**src/rtl/mmio_io_ctrl.sv**
```systemverilog
// Memory-mapped IO controller for the MEM stage. It decodes the 0x8000_00xx window,
// returns registered load data, and drives the UART TX/RX valid/ready handshakes.
module mmio_io_ctrl #(
  parameter logic [31:0] IO_BASE = 32'h8000_0000,
  parameter int unsigned DWIDTH  = 32
) (
  input  logic              clk,
  input  logic              rst,
  input  logic [DWIDTH-1:0] addr,
  input  logic [3:0]        wbe,
  input  logic [DWIDTH-1:0] wdata,
  input  logic              re,
  input  logic              stall,
  input  logic [DWIDTH-1:0] cycles,
  input  logic [DWIDTH-1:0] instret,
  input  logic              uart_tx_ready,
  output logic              uart_tx_valid,
  output logic [7:0]        uart_tx_data,
  input  logic              uart_rx_valid,
  input  logic [7:0]        uart_rx_data,
  output logic              uart_rx_ready,
  output logic              io_hit,
  output logic [DWIDTH-1:0] rdata
);

  localparam logic [7:0] OFF_STATUS  = 8'h00;
  localparam logic [7:0] OFF_RXDATA  = 8'h04;
  localparam logic [7:0] OFF_TXDATA  = 8'h08;
  localparam logic [7:0] OFF_CYCLES  = 8'h10;
  localparam logic [7:0] OFF_INSTRET = 8'h14;

  typedef enum logic {
    TX_IDLE = 1'b0,
    TX_HOLD = 1'b1
  } tx_state_e;

  tx_state_e         tx_state_q;
  logic              tx_valid_q;
  logic [7:0]        tx_data_q;
  logic [DWIDTH-1:0] rdata_q;
  logic [DWIDTH-1:0] rdata_d;
  logic              rx_ready_q;
  logic              rx_ready_d;

  logic [7:0]        offset_s;
  logic              win_hit_s;
  logic              store_s;
  logic              rd_eff_s;
  logic              wr_eff_s;
  logic              tx_load_s;
  logic              unused_wdata_s;

  assign offset_s       = addr[7:0];
  assign win_hit_s      = (addr[DWIDTH-1:8] == IO_BASE[DWIDTH-1:8]);
  assign store_s        = (wbe != 4'h0);
  assign io_hit         = win_hit_s & (re | store_s);
  // A store always takes priority over a load issued in the same cycle.
  assign rd_eff_s       = re & io_hit & ~stall & ~store_s;
  assign wr_eff_s       = store_s & io_hit & ~stall;
  assign tx_load_s      = wr_eff_s & wbe[0] & (offset_s == OFF_TXDATA);
  assign unused_wdata_s = ^wdata[DWIDTH-1:8];

  // Load data mux and RX pop pulse, both sampled at the edge of the effective read.
  always_comb begin
    rdata_d    = rdata_q;
    rx_ready_d = 1'b0;
    if (rd_eff_s) begin
      case (offset_s)
        OFF_STATUS:  rdata_d = {{(DWIDTH-2){1'b0}}, uart_rx_valid,
                                uart_tx_ready & (tx_state_q != TX_HOLD)};
        OFF_RXDATA: begin
          if (uart_rx_valid) begin
            rdata_d    = {{(DWIDTH-8){1'b0}}, uart_rx_data};
            rx_ready_d = 1'b1;
          end else begin
            rdata_d    = {DWIDTH{1'b0}};
            rx_ready_d = 1'b0;
          end
        end
        OFF_CYCLES:  rdata_d = cycles;
        OFF_INSTRET: rdata_d = instret;
        default:     rdata_d = {DWIDTH{1'b0}};
      endcase
    end else begin
      rdata_d    = rdata_q;
      rx_ready_d = 1'b0;
    end
  end

  // Load data and pop-pulse registers.
  always_ff @(posedge clk) begin
    if (rst) begin
      rdata_q    <= {DWIDTH{1'b0}};
      rx_ready_q <= 1'b0;
    end else begin
      rdata_q    <= rdata_d;
      rx_ready_q <= rx_ready_d;
    end
  end

  // TX hold FSM: while a byte is held, further writes are dropped until the handshake completes.
  always_ff @(posedge clk) begin
    if (rst) begin
      tx_state_q <= TX_IDLE;
      tx_valid_q <= 1'b0;
      tx_data_q  <= 8'h00;
    end else begin
      case (tx_state_q)
        TX_IDLE: begin
          if (tx_load_s) begin
            tx_state_q <= TX_HOLD;
            tx_valid_q <= 1'b1;
            tx_data_q  <= wdata[7:0];
          end
        end
        TX_HOLD: begin
          if (uart_tx_ready) begin
            tx_state_q <= TX_IDLE;
            tx_valid_q <= 1'b0;
          end
        end
        default: begin
          tx_state_q <= TX_IDLE;
          tx_valid_q <= 1'b0;
        end
      endcase
    end
  end

  assign rdata         = rdata_q;
  assign uart_rx_ready = rx_ready_q;
  assign uart_tx_valid = tx_valid_q;
  assign uart_tx_data  = tx_data_q;

endmodule

```
**config.mk**
```make
export PLATFORM = sky130hd
export DESIGN_NAME = mmio_io_ctrl
export DESIGN_NICKNAME = d
export VERILOG_FILES = /design/src/rtl/mmio_io_ctrl.sv
export SDC_FILE = /design/constraint.sdc
export NUM_CORES = 1
export LEC_CHECK = 0
export BUFFER_PORTS_ARGS = -buffer_cell sky130_fd_sc_hd__buf_2
export CORE_ASPECT_RATIO = 1.1
export CORE_MARGIN = 2
export CORE_UTILIZATION = 34
export CTS_CLUSTER_DIAMETER = 200
export DETAILED_ROUTE_END_ITERATION = 12
export GPL_TIMING_DRIVEN = 0
export PLACE_DENSITY = 0.76
export SETUP_SLACK_MARGIN = 0.5
export SKIP_CTS_REPAIR_TIMING = 1
export SYNTH_ARGS = -nofsm -noshare
export SYNTH_HDL_FRONTEND = slang
export SYNTH_SLANG_ARGS = --single-unit
export TNS_END_PERCENT = 100
```
**constraint.sdc**
```tcl
create_clock -name clk -period 1.4 [get_ports clk]
set_input_delay 0.07 -clock clk [delete_from_list [all_inputs] [get_ports clk]]
set_output_delay 0.07 -clock clk [all_outputs]
set_load 0.05 [all_outputs]
```
* Word-level counts from Yosys, hierarchy flattened *
Index checks and enable logic that the tools add are counted.

storage, ports and cells
  register bits after elaboration = 43
  input port bits = 146
  output and inout port bits = 43
  word-level logic and storage cells = 41

operators by class
  equality and inequality tests = 7
  muxes and demuxes = 9
  bitwise logic cells = 15
  reductions and logical operators = 5

operators by type and width
  cell                                            count
  case mux 32 bit (4 select lines)                1
  == test 24 bit (second input constant)          1
  == test 8 x 5 -> 1 bit (second input constant)  2
  bitwise AND 1 bit                               9
  == test 8 x 3 -> 1 bit (second input constant)  1
  == test 8 x 4 -> 1 bit (second input constant)  1
  zero test 8 bit                                 1
  two-way mux 8 bit                               1
  two-way mux 1 bit                               5
  inverter 1 bit                                  5
  != test 2 bit (second input constant)           2
  case mux 1 bit (2 select lines)                 2
  AND reduction 2 bit                             2
  nonzero test 4 bit                              1
  OR reduction 3 bit                              1
  bitwise OR 1 bit                                1

* Longest topological paths before layout *
  depth in word-level cells = 9
  mapped depth = 7
  mapped depth without buffers = 4

* Worst setup path after synthesis *
OpenSTA, ideal clock, no wires.

  path type = flip-flop to flip-flop
  from = register tx_state_q
  to = register tx_data_q[0] (netlist: uart_tx_data[0])
  data arrival time = 1.512 ns
  data required time = 1.328 ns
  setup slack = -0.184 ns
  stages on the path, launching flop included = 6
  path buffers = 1
  clock period less this slack = 1.584 ns
  cell sequence = dfxtp_1 or4_4 or3_1 nor3_2 buf_6 mux2i_1

on the way
  cells in the longest elaborated chain, start to end = 2

RTL lines
  what                           RTL line  text
  from (decl)                    37        tx_state_e tx_state_q;
  from (signal assigned)         104       tx_state_q <= TX_IDLE;
  from (signal assigned)         111       tx_state_q <= TX_HOLD;
  from (signal assigned)         118       tx_state_q <= TX_IDLE;
  inverter 1 bit (no line)       n/a
  AND reduction 2 bit (no line)  n/a
  to (signal assigned)           113       tx_data_q <= wdata[7:0];
  to (decl)                      39        logic [7:0] tx_data_q;

No other way between the ends.
A chain may end at the register's enable or synchronous reset.

* Worst setup path in the final report *
  from = register tx_state_q
  to = register tx_data_q[3] (netlist: uart_tx_data[3])

The elaborated chain is that of the path after synthesis.

==> flow_summary.yaml <==
synthesis:
  ys.flop_type: "dfxtp_1"
  synth_nets: 386
  netlist_area_um2: 2170
  ys_warn_count: 0
  ys_ff_latch: 43
  synth_cells: 240
  yosys-top-cells-area: "dfxtp_1 (40%), a22oi_1 (8.3%), inv_1 (7.3%)"
  seq_area_frac_synth_pct: 39.6
  synthArstFlopShare_pct: 0
  synth_area_per_cell_um2: 9.06
  synth_top_area_cell: "dfxtp_1"
  synth_top_area_share_pct: 39.6
  synth-edff-count: 0
  synth.distinct_cells: 37
route:
  route.met2.wl_um: 4140
  viasPerCell: 5.02
  drt_iter0_markers: 64
  totalWireLength_um: 7610
  dr.pass1.iters: 5
  wl_per_cell_um: 15.0
  wl_met1_um: 3000
  drc: 0
  via_count: 2545
  ant_nets: 0
  top_layer: "met4"
  wl_met3_um: 447
setup_path:
  r2r-start: "tx_state_q"
  r2r.worst_path.cells: 5
  reg2reg_to: "uart_tx_data[3]"
  arrival_ns: 1.94
  critPathLaunchType: "flip-flop"
  end_kind: "flip-flop"
  crit_required_ns: 1.62
  r2r_slack_ns: -0.32
  setup.worst_path.class: "reg -> reg"
  crit_fanout: 10
cells_and_area:
  layout.cells.non_filler: 507
  most-common-layout-cells: "buf_2 (113), buf_6 (63), inv_1 (42)"
  n_antenna_cell: 0
  final_common_cell: "buf_2"
  drive_gt1_share_pct: 69.8
  seq_area_um2: 910
  area_growth_pct: 90.2
  nets: 572
  fillers: 486
  multi_input_area_um2: 1310
timing:
  slew_viol_final: 0
  holdWs_ns: 0.00913
  fin_crit_ns: 1.72
  timing_hold_violations_final: 0
  tightest_slew_ns: 0.530
  rsz0062_at_grt: "yes"
  worst_slack_ns: -0.318
  max-slew-margin-rel_pct: 63.8
  fmax_mhz: 582
  fin_crit_sh_pct: 123
  fin_tns_setup_ns: -2.83
  setup_violations: 10
  fin_skew_ns: 0.00410
die:
  die-area_um2: 7050
  die_w_um: 80.2
  io_pins: 189
  die_h_um: 87.9
  rows: 30
  core_um2: 6190
  initial_core_util_pct: 35.1
hold_path:
  hp-start: "wdata[5]"
  hold_path_depth: 3
  holdCritPathClass: "in -> reg"
  hold_end: "uart_tx_data[5]"
place:
  dpl.cell_count: 484
  portBuffers: 164
  gp_routability_congestion: 0.722
  dp_hpwl_um: 5210
cts:
  cts_root_buf: "clkbuf_8"
  clk_transition_reported_paths_ns: 0.09
  cts_num_sinks: 43
  tritoncts: "yes"
  cts_buffers: 5
  cts.path.max_buffers: 2
  clk-insertion-delay-late_ns: 0.29
  cts-htree-levels: 2
global_route:
  antenna_found_initial: 0
  grt_first_pass_wirelength_um: 9450
  grt_pass1_vias: 2127
  grt_max_degree: 16
  overflow: 0
  grt_use_total_pct: 17.0
power:
  leakagePower_nw: 1.68
  ir_drop_v: 0.000390
  power.total_mw: 2.42
  power_density_nw_per_um2: 586
status:
  violations: "setup timing"
  outcome: "complete, but fails checks"
flow_run:
  drv_cap: 0
## cells by family (layout without fill, tap and decap cells)
logic type | count (synthesis) | after routing | synth area share (%)
muxes | 9 | 9 | 4.20
and+or+nand+nor | 58 | 58 | 17.6
AOI/OAI and AO/OA | 69 | 69 | 26.3
buffers and inverters | 61 | 248 | 12.3
DFF | 43 | 43 | 39.6
## how the worst max path moves through the flow
stage | startpoint | to | slack (ns)
finish | tx_state_q | uart_tx_data[3] | -0.32
global route | tx_state_q | uart_tx_data[1] | -0.36
floorplan | tx_state_q | uart_tx_data[0] | -0.18
CTS | tx_state_q | uart_tx_data[1] | -0.32
global placement | addr[20] | rdata[0] | -0.42
detailed placement | addr[20] | rdata[4] | -0.45
## report_power, final
group / internal (mW) / switching, mW / total (mW)
logic: 0.226 / 0.162 / 0.388
registers: 1.22 / 0.0000000000191 / 1.22
clock network: 0.357 / 0.456 / 0.813
total: 1.80 / 0.618 / 2.42
## flip-flops by register name, indices dropped and copies added, names as in the netlist
signal         count
uart_tx_valid      1
rdata             32
tx_state_q         1
uart_rx_ready      1
uart_tx_data       8
## critical path, cell delays in order (launching register included)
cell and delay, ns:
dfxtp_2 0.34, or4_4 0.41, or3_4 0.38, nor3_2 0.13, buf_6 0.18, mux2i_1 0.20
## cells in the mapped netlist, types with 2 or more instances
library cell	count
a211oi_1	3
a222oi_1	3
a22oi_1	24
buf_2	10
buf_4	3
buf_6	2
clkbuf_1	4
dfxtp_1	43
inv_1	42
mux2i_1	8
nand2_1	18
nand2b_1	2
nand3b_1	3
nor2_1	2
nor3_1	6
nor4_1	7
nor4_2	4
o21a_1	3
o22ai_1	22
o22ai_2	10
or3_1	3
or4_1	2
or4b_1	2
## per-stage QoR
stage	instance area, um2	setup WS (ns)	utilization (%)
global route	4130	-0.361	66.7
global placement	3180	-0.422	51.3
detailed placement	3180	-0.448	51.3
CTS	3270	-0.323	52.8
finish	4130	-0.318	66.7
floorplan	2260	-0.184	-
## metal layers
metal,GRT usage (%),vias up
li1,-,1242
met1,20.0,1204
met2,30.9,97
met3,4.12,2
met4,4.16,0
met5,0,-
## final cells by class
cell class / instances / area share, %
timing repair buffer: 179 / 33.0
multi-input combinational: 136 / 31.7
sequential: 43 / 22.0
buffer: 19 / 4.87
inverter: 42 / 3.81
tap: 80 / 2.42
clock buffer: 5 / 1.66
clock inverter: 3 / 0.575
(Power assumes the default switching activity.)
